## config.mk

```make
export PLATFORM = sky130hd
export DESIGN_NAME = alu_sequencer
export DESIGN_NICKNAME = d
export VERILOG_FILES = /design/src/rtl/alu_sequencer.sv
export SDC_FILE = /design/constraint.sdc
export NUM_CORES = 1
export LEC_CHECK = 0
export ABC_AREA = 1
export CAP_MARGIN = 20
export CORE_MARGIN = 2
export CORE_UTILIZATION = 44
export DETAILED_ROUTE_END_ITERATION = 7
export MAX_ROUTING_LAYER = met4
export PLACE_DENSITY = 0.69
export SYNTH_ARGS = -nofsm -noshare
export SYNTH_HDL_FRONTEND = slang
export SYNTH_SLANG_ARGS = --single-unit
export TNS_END_PERCENT = 30
```

## constraint.sdc

```tcl
create_clock -name Clk -period 3.85 [get_ports Clk]
set_clock_uncertainty 0.05 [all_clocks]
set_input_delay 1.155 -clock Clk [delete_from_list [all_inputs] [get_ports Clk]]
set_output_delay 1.155 -clock Clk [all_outputs]
set_load 0.01 [all_outputs]
```

## src/rtl/alu_sequencer.sv

```systemverilog
// alu_sequencer
//   Accepts one command at a time, registers it onto the operand bus of an
//   external ALU, gives the ALU one cycle to settle, then captures
//   {opcode, carry, result} into a small result FIFO for a downstream consumer.
//
// Ports
//   Clk, RstN            clock, asynchronous active-low reset
//   CmdValid/CmdReady    command handshake
//   CmdOpCode,CmdA,CmdB  command fields
//   OpCode,InputA,InputB registered command driven to the ALU
//   OutALU, COut         ALU result and carry/borrow
//   ResValid/ResReady    result handshake (head of FIFO)
//   ResData,ResCarry,ResOpCode  head entry fields
//   ResCount             FIFO occupancy
module alu_sequencer #(
  parameter int unsigned DEPTH = 4
) (
  input  logic                     Clk,
  input  logic                     RstN,
  input  logic                     CmdValid,
  output logic                     CmdReady,
  input  logic [2:0]               CmdOpCode,
  input  logic [7:0]               CmdA,
  input  logic [7:0]               CmdB,
  output logic [2:0]               OpCode,
  output logic [7:0]               InputA,
  output logic [7:0]               InputB,
  input  logic [15:0]              OutALU,
  input  logic                     COut,
  output logic                     ResValid,
  input  logic                     ResReady,
  output logic [15:0]              ResData,
  output logic                     ResCarry,
  output logic [2:0]               ResOpCode,
  output logic [$clog2(DEPTH):0]   ResCount
);

  localparam int unsigned PTRW = $clog2(DEPTH);
  localparam int unsigned CNTW = PTRW + 1;

  typedef enum logic [1:0] {IDLE, EXEC, WRITE} stateT;

  stateT            state;
  stateT            nextState;
  logic             cmdAccept;
  logic             push;
  logic             pop;
  logic [PTRW-1:0]  wrPtr;
  logic [PTRW-1:0]  rdPtr;
  logic [19:0]      mem [DEPTH];

  assign CmdReady = (state == IDLE) && (ResCount < CNTW'(DEPTH));
  assign ResValid = (ResCount != '0);
  assign push     = (state == WRITE);
  assign pop      = ResValid && ResReady;

  always_ff @(posedge Clk or negedge RstN) begin
    if (!RstN) state <= IDLE;
    else       state <= nextState;
  end

  always_comb begin
    nextState = state;
    cmdAccept = 1'b0;
    unique case (state)
      IDLE: begin
        if (CmdValid && CmdReady) begin
          cmdAccept = 1'b1;
          nextState = EXEC;
        end
      end
      EXEC:    nextState = WRITE;
      WRITE:   nextState = IDLE;
      default: nextState = IDLE;
    endcase
  end

  // Operand registers hold until the next accepted command.
  always_ff @(posedge Clk or negedge RstN) begin
    if (!RstN) begin
      OpCode <= '0;
      InputA <= '0;
      InputB <= '0;
    end else if (cmdAccept) begin
      OpCode <= CmdOpCode;
      InputA <= CmdA;
      InputB <= CmdB;
    end
  end

  // Pointers wrap naturally because DEPTH is a power of two.
  always_ff @(posedge Clk or negedge RstN) begin
    if (!RstN) begin
      wrPtr    <= '0;
      rdPtr    <= '0;
      ResCount <= '0;
    end else begin
      if (push) wrPtr <= wrPtr + PTRW'(1);
      if (pop)  rdPtr <= rdPtr + PTRW'(1);
      unique case ({push, pop})
        2'b10:   ResCount <= ResCount + CNTW'(1);
        2'b01:   ResCount <= ResCount - CNTW'(1);
        default: ResCount <= ResCount;
      endcase
    end
  end

  // Storage is not reset; the head fields are meaningless while empty.
  always_ff @(posedge Clk) begin
    if (push) mem[wrPtr] <= {OpCode, COut, OutALU};
  end

  assign {ResOpCode, ResCarry, ResData} = mem[rdPtr];

endmodule
```

==> results.py <==
metrics = {
    "run_status": {
        "status": "complete, no violations",
    },
    "die": {
        "die_area_sq_um": 11100,
        "rows": 36,
        "io_pins": 84,
        "start_util_pct": 45.8,
        "core_area_sq_um": 9860,
        "dieWidth_um": 105,
        "fp.dieH_um": 105,
    },
    "power_and_ir_drop": {
        "peakVddDrop_uv": 345,
        "p_leak_nw": 2.34,
        "pwr_density_cell_nw_per_um2": 715,
    },
    "worst_setup_path": {
        "crit_buf_inv": 2,
        "worstPathMaxFanout": 21,
        "max_stage_delay_ps": 540,
        "arrival_ps": 2110,
        "required_ps": 2640,
        "cp_slowest_cell": "inv_1",
        "setup.worst_path.end_class": "output pin",
        "crit_family": "buffers and inverters",
        "cp_cell_sequence": "inv_1 -> o211ai_1 -> nand2_1 -> clkdlybuf4s50_1",
        "critPathKind": "reg -> out",
        "critPathLaunchType": "register",
    },
    "detailed_routing": {
        "postRouteAntennaNets": 0,
        "firstDrtPassIters": 5,
        "post_drt_wl_per_cell_um": 14.1,
        "drtIter0Drc": 163,
        "via_per_inst": 4.84,
        "drc": 0,
        "wl_um": 8480,
        "num_vias": 2911,
    },
    "sta": {
        "max_freq_mhz": 301,
        "slew_violations": 0,
        "fin_ws_ps": 531,
        "fin_crit_sh_pct": 86.2,
        "worst_pin_slew_ps": 737,
        "fin_setup_tns_ps": 0,
        "finalSetupViolCount": 0,
        "hold-worst-slack_ps": 434,
        "min_period_ps": 3320,
        "slew_headroom_pct": 50.8,
        "rsz0062_at_grt": "false",
        "hold_viol": 0,
    },
    "yosys": {
        "syn_avg_cell_area_sq_um": 11.8,
        "synth_simple_gate_area_share_pct": 13.4,
        "synthMuxAreaShare_pct": 0,
        "ys_seq_elements": 108,
        "synthMostInstantiatedCell": "nand2_1",
        "synthDistinctLibCells": 21,
        "synth-xor-area-share_pct": 0.388,
        "yosys-top-cells-count": "nand2_1 (111), edfxtp_1 (80), inv_1 (58)",
        "synthTopCellsByArea": "edfxtp_1 (53%), dfrtp_1 (16%), nand2_1 (9.2%), o211ai_1 (6.7%), inv_1 (4.8%)",
        "synth_nets": 427,
        "ys_async_sr_fraction_pct": 25.9,
        "syn_inst": 381,
        "yosys.area.top_type_share_pct": 53.2,
        "netlist_area_sq_um": 4510,
        "synth_top_family_by_area": "simple AND/OR/NAND/NOR gates",
        "synth-compound-area-share_pct": 6.87,
        "synth_fa_ha_area_share_pct": 1.83,
        "yosysWarnings": 0,
        "synth-main-ff-cell": "edfxtp_1",
        "yosysSeqAreaShare_pct": 68.7,
        "synth_edf_count": 80,
        "synth_top_area_cell": "edfxtp_1",
    },
    "cells_and_area": {
        "n_antenna_cell": 0,
        "layout-drive-gt1-share_pct": 7.04,
        "final_cells": 602,
        "nets": 511,
        "syn2layout_area_growth_pct": 24.8,
    },
    "placed_design": {
        "dp_slack_ps": 834,
        "dp.cells": 587,
        "place_hpwl_um": 5500,
        "port_buffers": 83,
        "gp_congestion": 0.754,
    },
    "clock_network": {
        "root_buffer": "clkbuf_8",
        "cts-resized-gates": 0,
        "clock-sinks": 108,
        "cts_hold_buf": 0,
        "htree_levels": 3,
        "post-cts-setup-buffers": 0,
        "clk_pin_slew_ps": 90,
        "cts_tree": "yes",
        "numCtsBuffers": 9,
        "clock_latency_ps": 350,
        "cts_buffer_depth": 2,
    },
    "global_routing": {
        "globalRouteTotalUtil_pct": 16.7,
        "grt_pass1_wl_um": 14100,
        "grt_max_degree": 81,
        "grt_pass1_vias": 2938,
        "antenna_found_initial": 0,
        "grt_overflow": 0,
    },
    "hold_path": {
        "worstHoldPathType": "reg -> reg",
    },
    "run": {
        "max_cap_viol_count": 0,
    },
}
## layout make-up
cell class	count	area, sq um
repair buffers	93	918
multi-input cells	194	1030
flip-flops and latches	108	3100
inverters	59	221
fillers	808	4230
clock inverters	6	72.6
well taps	133	166
clock buffers	9	124
## tightest hold or removal path: cells and delay by family (launching register included)
kind / cells / cell delay (ps)
simple gates: 2 / 90
flops: 1 / 360
## state kept, by name (all words and copies together), names as in the netlist
register,cells
mem,80
ResCount,3
InputA,8
state,2
InputB,8
OpCode,3
rdPtr,2
wrPtr,2
## cells by family (layout without fill, tap and decap cells)
logic type,after synthesis,after routing
xor gates and xnor gates,2,2
adders and majority gates,6,6
and+or+nand+nor,144,144
DFF,108,108
AOI/OAI and AO/OA,42,42
buffers and inverters,79,167
## per-layer routing
metal / vias up / wire length, um / part of all wire [%] / GRT usage [%]
li1: 1452 / - / - / -
met1: 1372 / 3880 / 46 / 20.5
met2: 78 / 4090 / 48 / 27.7
met3: 9 / 434 / 5.1 / 3.34
met4: 0 / 79 / 0.93 / 5.62
met5: - / 0 / 0 / -
## layout by cell type (no fill, tap or decap), types with 2 or more instances in the layout
cell type | netlist | layout
nor2_1 | 6 | 2
edfxtp_1 | 80 | 80
nand4_1 | 20 | 20
nand2_1 | 111 | 111
inv_1 | 58 | 58
ha_1 | 5 | 5
nand3_1 | 4 | 4
clkdlybuf4s50_1 | 0 | 83
buf_4 | 4 | 9
nor2_2 | 1 | 5
dfrtp_1 | 28 | 28
clkinv_4 | 0 | 2
o211ai_1 | 40 | 40
clkbuf_8 | 0 | 9
## metrics by stage
| stage | cell area (sq um) | total power [mW] | util (%) |
|---|---|---|---|
| 6_report | 5630 | 4.03 | 57.1 |
| 5_1_grt | 5630 | 4.33 | 57.1 |
| 4_1_cts | 5630 | 4.08 | 57.1 |
| 3_5_place_dp | 5440 | 3.40 | 55.1 |
| 3_3_place_gp | 5440 | 3.37 | 55.1 |
| 2_1_floorplan | 4510 | 2.66 | - |
## power breakdown
group / total (mW) / switching (mW) / internal, mW
combinational: 1.71 / 0.916 / 0.799
sequential: 1.63 / 0.124 / 1.51
clock: 0.678 / 0.373 / 0.306
total: 4.03 / 1.41 / 2.61
## worst paths after layout
path	start	to	slack, ps	depth (start not counted)
hold reg to reg	InputB[2]	InputB[2]	430	2
max in group asynchronous	RstN	InputB[3]	2340	2
hold / removal	InputB[2]	InputB[2]	430	2
setup reg to reg	ResCount[0]	ResCount[1]	1980	8
setup / recovery	rdPtr[1]	ResData[11]	530	4
min in group asynchronous	RstN	InputB[6]	1130	2
Power figures use the tool's default switching activity.
